$ cat src/rtl/mem_mmio.sv
// Processor-side memory map: word RAM, free-running cycle counter and a byte TX FIFO
// with status. Loads are combinational so the core samples them on the same edge.
module mem_mmio #(
   parameter int unsigned RAM_WORDS  = 64,
   parameter int unsigned FIFO_DEPTH = 4
) (
   input  logic        clk,
   input  logic        reset,
   input  logic [31:0] adr,
   input  logic [31:0] writedata,
   input  logic        memwrite,
   output logic [31:0] readdata,
   output logic [7:0]  out_data,
   output logic        out_valid,
   input  logic        out_ready
);

   localparam int unsigned AW = $clog2(RAM_WORDS);
   localparam int unsigned PW = $clog2(FIFO_DEPTH);
   localparam int unsigned CW = PW + 1;

   localparam logic [31:0] ADR_CNT  = 32'hFFFF_FFF0;
   localparam logic [31:0] ADR_STAT = 32'hFFFF_FFF4;
   localparam logic [31:0] ADR_TXD  = 32'hFFFF_FFF8;

   logic          ram_sel, cnt_sel, stat_sel, txd_sel;
   logic [AW-1:0] ram_idx;

   logic [31:0]   ram_q [RAM_WORDS];
   logic [7:0]    fifo_q [FIFO_DEPTH];

   logic [31:0]   cnt_q, cnt_d;
   logic [PW-1:0] wr_ptr_q, wr_ptr_d;
   logic [PW-1:0] rd_ptr_q, rd_ptr_d;
   logic [CW-1:0] count_q, count_d;
   logic          ovf_q, ovf_d;

   logic          full, empty, push, pop;
   logic [31:0]   stat_word;

   // Address decode; RAM aliases across the low 64 KiB
   assign ram_sel  = (adr[31:16] == 16'd0);
   assign cnt_sel  = (adr == ADR_CNT);
   assign stat_sel = (adr == ADR_STAT);
   assign txd_sel  = (adr == ADR_TXD);
   assign ram_idx  = adr[AW+1:2];

   assign full      = (count_q == CW'(FIFO_DEPTH));
   assign empty     = (count_q == CW'(0));
   assign out_valid = ~empty;
   assign out_data  = fifo_q[rd_ptr_q];

   // A push into a full FIFO is accepted only when the head leaves in the same cycle
   assign pop  = out_valid & out_ready;
   assign push = memwrite & txd_sel & (~full | pop);

   assign stat_word = {21'd0, ovf_q, empty, full, 8'(count_q)};

   always_ff @(posedge clk) begin
      if (memwrite && ram_sel) begin
         ram_q[ram_idx] <= writedata;
      end
   end

   always_ff @(posedge clk) begin
      if (push) begin
         fifo_q[wr_ptr_q] <= writedata[7:0];
      end
   end

   always_comb begin
      cnt_d    = cnt_q + 32'd1;
      wr_ptr_d = wr_ptr_q;
      rd_ptr_d = rd_ptr_q;
      count_d  = count_q + CW'(push) - CW'(pop);
      ovf_d    = ovf_q;

      if (memwrite && cnt_sel) begin
         cnt_d = writedata;
      end
      if (push) begin
         wr_ptr_d = wr_ptr_q + PW'(1);
      end
      if (pop) begin
         rd_ptr_d = rd_ptr_q + PW'(1);
      end
      if (memwrite && stat_sel) begin
         ovf_d = 1'b0;
      end else if (memwrite && txd_sel && full && !pop) begin
         ovf_d = 1'b1;
      end
   end

   // Reset takes priority over any same-cycle MMIO write and discards queued bytes
   always_ff @(posedge clk) begin
      if (!reset) begin
         cnt_q    <= 32'd0;
         wr_ptr_q <= PW'(0);
         rd_ptr_q <= PW'(0);
         count_q  <= CW'(0);
         ovf_q    <= 1'b0;
      end else begin
         cnt_q    <= cnt_d;
         wr_ptr_q <= wr_ptr_d;
         rd_ptr_q <= rd_ptr_d;
         count_q  <= count_d;
         ovf_q    <= ovf_d;
      end
   end

   always_comb begin
      readdata = 32'd0;
      if (ram_sel) begin
         readdata = ram_q[ram_idx];
      end else if (cnt_sel) begin
         readdata = cnt_q;
      end else if (stat_sel) begin
         readdata = stat_word;
      end
   end

endmodule

$ cat config.mk
export PLATFORM = sky130hd
export DESIGN_NAME = mem_mmio
export DESIGN_NICKNAME = d
export VERILOG_FILES = /design/src/rtl/mem_mmio.sv
export SDC_FILE = /design/constraint.sdc
export NUM_CORES = 2
export LEC_CHECK = 0
export BUFFER_PORTS_ARGS = -buffer_cell sky130_fd_sc_hd__buf_2
export CORE_MARGIN = 4
export CORE_UTILIZATION = 40
export CTS_CLUSTER_DIAMETER = 200
export DETAILED_ROUTE_END_ITERATION = 7
export GPL_ROUTABILITY_DRIVEN = 0
export GPL_TIMING_DRIVEN = 0
export MAX_ROUTING_LAYER = met4
export PLACE_DENSITY = 0.63
export SLEW_MARGIN = 25
export SYNTH_ARGS = -nofsm -noshare
export SYNTH_HDL_FRONTEND = slang
export SYNTH_SLANG_ARGS = --single-unit
$ cat constraint.sdc
create_clock -name clk -period 7.6 [get_ports clk]
set_input_delay 1.9 -clock clk [delete_from_list [all_inputs] [get_ports clk]]
set_output_delay 1.9 -clock clk [all_outputs]
set_load 0.1 [all_outputs]
==> flow_summary.yaml <==
logic_synthesis:
  netlist_area_um2: 82200
  yosysUniqueCellTypes: 67
  synth_area_leaders: "edfxtp_1, mux4_2, mux2i_1"
  yosysMostFrequentCell: "edfxtp_1"
  synth.top_cells.by_count: "edfxtp_1, mux4_2, nor2_1"
  synth_top_area_share_pct: 76.0
  syn-mean-instance-area_um2: 21.4
  ys.warnings.count: 0
  yosysTopAreaCell: "edfxtp_1"
  synth_nets: 3926
  synthArstFlopShare_pct: 0
  yosys_register_bits: 2122
  ys_seq_area_share_pct: 77.0
  synthCells: 3850
  synth_edf_count: 2080
  synth_ff_type: "edfxtp_1"
layout:
  area_delta_synth_final_pct: 18.9
  stdcell_area_um2: 97700
  drive_above_1_share_pct: 29.0
  layout.nets: 4403
  fillers: 16300
run_status:
  violations: "setup timing"
  status: "finished, violations left"
worst_setup_path:
  worstPathArrival_ps: 5920
  worstPathRequired_ps: 5700
  cp-end-kind: "primary output"
  crit_type: "in2out"
  critPathBufInv: 6
  critPathLaunchType: "primary input"
  slowest_stage: "a31oi_1"
  cp_top_family: "buffers and inverters"
  worstPathMaxFanout: 10
  critPathMaxStageDelay_ps: 760
  crit_path_frequent_cell: "buf_4"
  cp_cell_sequence: "buf_6, buf_6, buf_4, buf_4, buf_4, mux2i_1, a22oi_1, a31oi_1, o21ai_0, nor3_1, nor2_1, buf_2"
sta:
  tightest_slew_ps: 1080
  post-route-period-util_pct: 103
  fmax_mhz: 128
  setup_ws_ps: -222
  maxSlewViolCount: 0
  setup_viol: 15
  maxSlewHeadroom_pct: 28.1
  hold_viol: 0
  finalCriticalPeriod_ps: 7820
  finClkSkew_ps: 41.9
clock_network:
  cts_tree: "done"
  cts-hold-fix-buffers: 0
  clock_path_buffers: 3
  clk_latency_ps: 910
  cts.sinks: 2122
  cts-buffers-inserted: 213
  cts_root_buf: "clkbuf_16"
  path_clk_slew_ps: 70
  htree_levels: 4
power:
  p_switching_mw: 5.56
  power.density_nw_per_um2: 250
  combPwrFrac_pct: 5.3
  ir_drop_v: 0.000281
  sequentialPowerShare_pct: 52.6
  p_int_mw: 18.8
  power.share.clock_pct: 42.1
  switching_share_pct: 22.8
  p_leak_nw: 30.8
floorplanning:
  initial_utilization_pct: 40.2
  die_area_um2: 213000
  core_area_um2: 205000
  fp.dieW_um: 461
  fp.dieH_um: 461
  io_pins: 109
  rows: 166
drt:
  drt_first_pass_iters: 8
  drc: 0
  drt_iter0_markers: 8721
  avgViaCountPerCell: 6.47
  vias: 46600
  wl_per_cell_um: 40.7
  antenna_left: 0
  finalWirelength_mm: 294
place:
  dp_hpwl_mm: 198
  port_buffers: 106
  pre_cts_ws_ps: -662
  place_area_um2: 90600
grt:
  first_global_vias: 44300
  gr-usage-all-layers_pct: 28.2
  overflow: 0
  antenna_found_initial: 20
  grt_max_degree: 70
  grt_pass1_wl_mm: 391
min_path:
  hold_class: "reg2reg"
job:
  maxCapViolCount: 0
-- area by class of cell --
class / instances / area (um2) / share of cell area, %
buffer: 211 / 1410 / 1.44
sequential: 2122 / 63300 / 64.8
clock inverter: 139 / 1290 / 1.32
antenna: 18 / 45.0 / 0.0461
clock buffer: 254 / 5480 / 5.61
timing repair buffer: 263 / 4540 / 4.64
tap: 2688 / 3360 / 3.44
inverter: 17 / 63.8 / 0.0653
multi-input combinational: 1499 / 18200 / 18.7
-- per-stage QoR --
step / hold slack [ps] / cells / TNS (ps) / utilization, % / power [mW]
floorplan: 451 / 3850 / 0 / - / 13.7
global placement: 503 / 6644 / -2514240 / 42.1 / 14.3
detailed placement: 503 / 6798 / -13230 / 44.3 / 14.3
CTS: 512 / 7190 / -58.6 / 47.7 / 24.4
global route: 568 / 7205 / -120 / 47.8 / 24.9
finish: 526 / 7211 / -1510 / 47.8 / 24.4
-- timing repair --
action	in CTS	in global routing
gates cloned	0	0
gates resized for setup	61	34
endpoints found under the hold margin	0	0
pin swaps	0	4
setup endpoints to repair	31	26
buffers inserted	0	3
-- cell usage in the layout (no fill, tap or decap), drive strengths merged, types with 51 or more instances in the layout --
cell type,synthesis,final
a21oi,57,57
nand2,83,83
mux4,482,482
nand3,51,51
clkinv,0,115
buf,130,387
edfxtp,2080,2080
nor2,181,181
a22oi,59,59
mux2i,151,151
clkbuf,82,340
-- logic make-up (layout without fill, tap and decap cells) --
logic type               Yosys count  in the layout  share of synthesized area [%]
buffers and inverters            229            884                           1.65
multiplexers                     638            638                           15.2
AO/OA/AOI/OAI                    339            339                           2.82
adder cells (fa/ha/maj)            8              8                          0.131
XOR/XNOR                          35             35                          0.373
other                              0             18                              0
AND/OR/NAND/NOR                  479            479                           2.82
flip-flops                      2122           2122                           77.0
-- power groups by stage --
stage / clock network [mW] / registers, mW / logic, mW
final: 10.3 / 12.8 / 1.30
after global routing: 10.8 / 12.8 / 1.30
after CTS: 10.3 / 12.8 / 1.24
after detailed placement: 0 / 13.1 / 1.23
after global placement: 0 / 13.1 / 1.18
after floorplan: 0 / 13.1 / 0.577
-- path summary, 6_finish.rpt --
kind | depth (start not counted) | endpoint | startpoint | slack (ps)
setup / recovery | 12 | readdata[17] | adr[2] | -220
hold / removal | 1 | cnt_q[0] | cnt_q[0] | 530
setup reg to reg | 13 | count_q[2] | count_q[1] | 4460
hold reg to reg | 1 | cnt_q[0] | cnt_q[0] | 530
-- flip-flops by register name (all words and copies together) (netlist names), named ones only --
register / count
ram_q: 2048
cnt_q: 32
rd_ptr_q: 2
wr_ptr_q: 2
count_q: 3
fifo_q: 32
ovf_q: 1
-- layer usage --
layer | global-route usage (%) | up-vias | share of wire, %
met5 | - | - | 0
met2 | 38.8 | 4058 | 42
met4 | 16.8 | 0 | 7.7
met1 | 34.8 | 24300 | 35
li1 | - | 17200 | -
met3 | 11.8 | 1034 | 15
Note: power is estimated with default switching activity, not from simulation.
